File: config.mk
export PLATFORM = sky130hd
export DESIGN_NAME = demux1_2_buf
export DESIGN_NICKNAME = d
export VERILOG_FILES = /design/src/rtl/demux1_2_buf.sv
export SDC_FILE = /design/constraint.sdc
export NUM_CORES = 1
export LEC_CHECK = 0
export CAP_MARGIN = 0
export CORE_ASPECT_RATIO = 1.2
export CORE_MARGIN = 3
export CORE_UTILIZATION = 52
export DETAILED_ROUTE_END_ITERATION = 8
export PLACE_DENSITY = 0.8
export SYNTH_ARGS = -nofsm -noshare
export SYNTH_HDL_FRONTEND = slang
export SYNTH_SLANG_ARGS = --single-unit
export TNS_END_PERCENT = 30
File: constraint.sdc
create_clock -name clk -period 2.1 [get_ports clk]
set_input_delay 0.315 -clock clk [delete_from_list [all_inputs] [get_ports clk]]
set_output_delay 0.315 -clock clk [all_outputs]
set_load 0.1 [all_outputs]
File: src/rtl/demux1_2_buf.sv
// demux1_2_buf: buffered 1-to-2 demultiplexer.
// One valid/ready input stream is spread over two output channels, either by a
// per-beat select bit (s0) or by an internal round-robin pointer (auto=1).
// Each channel owns a small FIFO so a stalled consumer only blocks its own
// channel. Per-channel counters record delivered beats for bring-up/debug.
//
// Handshake rule (input and both outputs): a beat transfers on a rising edge
// where valid and ready are both high. Valid never depends on ready. i_ready
// depends on s0, auto and FIFO state only, never on i_valid.
module demux1_2_buf #(
   parameter int WIDTH = 8,
   parameter int DEPTH = 2,
   parameter int CNT_W = 8
) (
   input  logic             clk,
   input  logic             rst_n,
   input  logic [WIDTH-1:0] i,
   input  logic             i_valid,
   output logic             i_ready,
   input  logic             s0,
   input  logic             auto,
   output logic [WIDTH-1:0] y0,
   output logic             y0_valid,
   input  logic             y0_ready,
   output logic [WIDTH-1:0] y1,
   output logic             y1_valid,
   input  logic             y1_ready,
   output logic [CNT_W-1:0] cnt0,
   output logic [CNT_W-1:0] cnt1,
   output logic             rr_next
);

   localparam int AW = $clog2(DEPTH);
   localparam int PW = AW + 1;

   // Channel-indexed state: index 0 feeds y0, index 1 feeds y1.
   logic [WIDTH-1:0] mem_q [2][DEPTH];
   logic [WIDTH-1:0] mem_d [2][DEPTH];
   logic [PW-1:0]    wr_q  [2];
   logic [PW-1:0]    wr_d  [2];
   logic [PW-1:0]    rd_q  [2];
   logic [PW-1:0]    rd_d  [2];
   logic [CNT_W-1:0] cnt_q [2];
   logic [CNT_W-1:0] cnt_d [2];
   logic             rr_q;
   logic             rr_d;

   logic [1:0] full;
   logic [1:0] empty;
   logic [1:0] push;
   logic [1:0] pop;
   logic       tgt;
   logic       in_hs;

   // FIFO status: equal pointers mean empty, MSB-only difference means full.
   always_comb begin
      full  = '0;
      empty = '0;
      for (int k = 0; k < 2; k++) begin
         empty[k] = (wr_q[k] == rd_q[k]);
         full[k]  = (wr_q[k][PW-1] != rd_q[k][PW-1]) &&
                    (wr_q[k][AW-1:0] == rd_q[k][AW-1:0]);
      end
   end

   // Target selection and handshakes; a full target blocks even if it pops.
   always_comb begin
      tgt     = auto ? rr_q : s0;
      i_ready = rst_n & ~full[tgt];
      in_hs   = i_valid & i_ready;
      push[0] = in_hs & ~tgt;
      push[1] = in_hs & tgt;
      pop[0]  = ~empty[0] & y0_ready;
      pop[1]  = ~empty[1] & y1_ready;
   end

   // Next-state for FIFO storage, pointers, counters and round-robin pointer.
   always_comb begin
      mem_d = mem_q;
      wr_d  = wr_q;
      rd_d  = rd_q;
      cnt_d = cnt_q;
      rr_d  = rr_q;
      for (int k = 0; k < 2; k++) begin
         if (push[k]) begin
            mem_d[k][wr_q[k][AW-1:0]] = i;
            wr_d[k] = wr_q[k] + 1'b1;
         end
         if (pop[k]) begin
            rd_d[k]  = rd_q[k] + 1'b1;
            cnt_d[k] = cnt_q[k] + 1'b1;
         end
      end
      if (auto && in_hs) begin
         rr_d = ~rr_q;
      end
   end

   // State registers; reset discards buffered beats and clears storage.
   always_ff @(posedge clk or negedge rst_n) begin
      if (!rst_n) begin
         for (int k = 0; k < 2; k++) begin
            for (int e = 0; e < DEPTH; e++) begin
               mem_q[k][e] <= '0;
            end
            wr_q[k]  <= '0;
            rd_q[k]  <= '0;
            cnt_q[k] <= '0;
         end
         rr_q <= 1'b0;
      end else begin
         mem_q <= mem_d;
         wr_q  <= wr_d;
         rd_q  <= rd_d;
         cnt_q <= cnt_d;
         rr_q  <= rr_d;
      end
   end

   assign y0       = mem_q[0][rd_q[0][AW-1:0]];
   assign y1       = mem_q[1][rd_q[1][AW-1:0]];
   assign y0_valid = ~empty[0];
   assign y1_valid = ~empty[1];
   assign cnt0     = cnt_q[0];
   assign cnt1     = cnt_q[1];
   assign rr_next  = rr_q;

endmodule
==> metrics.yaml <==
synthesis:
  async_reset_ff_frac: 1.00
  synth-xor-area-share: 0.0918
  ys_warn_count: 0
  synth_area_sq_um: 2670
  synth_mux_area_frac: 0.220
  synth-seq-area-share: 0.534
  yosysTopAreaCellShare: 0.534
  synth_top_area_cell: "dfrtp_1"
  synth-simple-area-share: 0.0365
  synth_most_common_cell: "dfrtp_1"
  syn_inst: 191
  synth_commonest_cells: "dfrtp_1, mux2_2, xor2_1"
  ys_ff_latch: 57
  synth_ff_type: "dfrtp_1"
  synth_top_family_by_area: "multiplexers"
  syn_area_per_cell_sq_um: 14.0
  synth_edf_count: 0
  synth_fp_nets: 208
  synth_area_leaders: "dfrtp_1, mux2_2, xor2_1"
  synth_compound_area_frac: 0.0988
  synth_fa_ha_area_frac: 0.00936
  ys_types: 20
sta:
  maxSlewViolCount: 0
  final.min_clock_period_ps: 2030
  relSlewSlack: 0.726
  rsz0062_at_grt: "no"
  skew_ps: 5.69
  finalSetupViolCount: 0
  tightest_slew_ps: 410
  max_freq_mhz: 492
  hold_slack_ps: -7.79
  hold_violations: 6
  post-route-period-util: 0.968
grt:
  overflow: 0
  antenna_found_initial: 0
  grt_use_met2: 0.298
  top_usage_layer: "met2"
  grt_max_degree: 60
  track_usage: 0.193
  grt_pass1_wl_microns: 9140
  met1_usage: 0.260
  use_met3: 0.0575
  grt_pass1_vias: 1900
clock_tree:
  clock_latency_ps: 330
  cts_max_path_buffers: 2
  cts_buffers: 9
  cts_tree: "built"
  cts-root-buf: "clkbuf_8"
  cts-resized-gates: 2
  clkTransAtPathRegs_ps: 60
  cts.sinks: 57
  post-cts-setup-buffers: 0
  htree_num_levels: 3
  cts_hold_buf: 0
layout:
  layout-drive-gt1-share: 0.474
  antenna_cells: 0
  fin_area_sq_um: 3710
  syn2layout_area_growth_pct: 39.0
  finalNetCount: 281
critical_path:
  r2r-end: "mem_q[9]$_DFFE_PN0P_"
  cp.required_ps: 1780
  worst-setup-path-type: "input pin to primary output"
  r2r-start: "rd_q[1]$_DFFE_PN0P_"
  rr_worst_depth: 4
  critPathLaunchType: "input pin"
  rrSetupSlack_ps: 310
  crit_start: "auto"
  critPathMaxFanout: 4
  crit_path_cell_trace: "clkdlybuf4s50_1 > mux2i_1 > buf_4 > o211a_4 > buf_12"
  max_stage_delay_ps: 570
  cp-end-kind: "primary output"
  critPathArrivalTime_ps: 1720
  cp_slowest_cell: "clkdlybuf4s50_1"
floorplan:
  core_area_sq_um: 4760
  fp.dieW_microns: 71.4
  start_util: 0.561
  fp.dieH_microns: 84.5
  num_rows: 27
  fp.dieArea_sq_um: 6040
  io_pins: 51
routing:
  dr.pass1.iters: 4
  via_count: 1786
  drt_iter0_drc: 41
  viasPerCell: 5.51
  wl_microns: 5370
  ant_nets: 0
  drc: 0
  wl_per_cell_microns: 16.6
job:
  maxCapViolCount: 0
place:
  dp_hpwl_microns: 3740
  gp_congestion: 0.811
  io_buffer_count: 50
  dpl-instance-area_sq_um: 3510
status:
  violations: "negative hold slack"
  status: "finished, violations left"
hold_path:
  min_path_type: "input pin to asynchronous set/reset pin"
## worst max-delay path: cells and delay by family
family / cells / cell delay (ps)
AO/OA/AOI/OAI: 1 / 170
buffers and inverters: 3 / 910
multiplexers: 1 / 320
## flip-flops by register name, indices dropped and copies added (netlist names)
| name | count |
|---|---|
| cnt0 | 8 |
| cnt1 | 8 |
| rd_q | 4 |
| mem_q | 32 |
| wr_q | 4 |
| rr_next | 1 |
## area by class of cell
cell class,instances,area [sq um]
Sequential cell,57,1430
Fill cell,275,1050
Clock buffer,13,169
Multi-Input combinational cell,127,1260
Tap cell,58,72.6
Inverter,4,15.0
Timing Repair Buffer,65,768
## how the worst max path moves through the flow
stage / endpoint / slack [ps] / cells after the start
3_3_place_gp: mem_q[21]$_DFFE_PN0P_ / -120 / 5
6_report: i_ready / 70 / 5
5_1_grt: i_ready / 20 / 4
2_1_floorplan: mem_q[16]$_DFFE_PN0P_ / 40 / 3
3_5_place_dp: mem_q[26]$_DFFE_PN0P_ / -180 / 5
4_1_cts: i_ready / 50 / 4
## per-stage QoR
step	instances	setup slack [ps]	util	hold WS (ps)	TNS (ps)
floorplan	191	43.1	-	19.4	0
global placement	311	-120	0.737	363	-1910
finish	324	66.7	0.780	-7.79	0
global route	324	18.9	0.780	16.4	0
CTS	324	51.9	0.776	8.05	0
detailed placement	311	-179	0.737	362	-2590
## layout by cell type (no fill, tap or decap), types with 2 or more instances in the layout
cell	count
a211oi_1	10
mux2_2	50
nand4_1	8
o211ai_1	2
buf_12	20
ha_1	2
clkbuf_8	12
nand2_1	9
dfrtp_1	56
clkdlybuf4s50_1	13
a2111oi_4	4
xnor2_1	11
inv_1	4
buf_4	31
a21bo_2	2
a21oi_1	5
xor2_1	14
nand3_1	2
## routing by layer
layer,wire (microns),up-vias
met5,0,-
met4,57,0
met3,309,8
met2,2560,56
met1,2440,874
li1,-,848
## cell families (layout without fill, tap and decap cells)
family	after synthesis	after routing
adder cells (fa/ha/maj)	2	2
AO/OA/AOI/OAI	25	25
buffers and inverters	7	82
XOR/XNOR	28	28
AND/OR/NAND/NOR	20	20
flip-flops	57	57
multiplexers	52	52
Power is not shown: default switching activity piles up to over one toggle a cycle in this logic, so the estimate is an artifact.
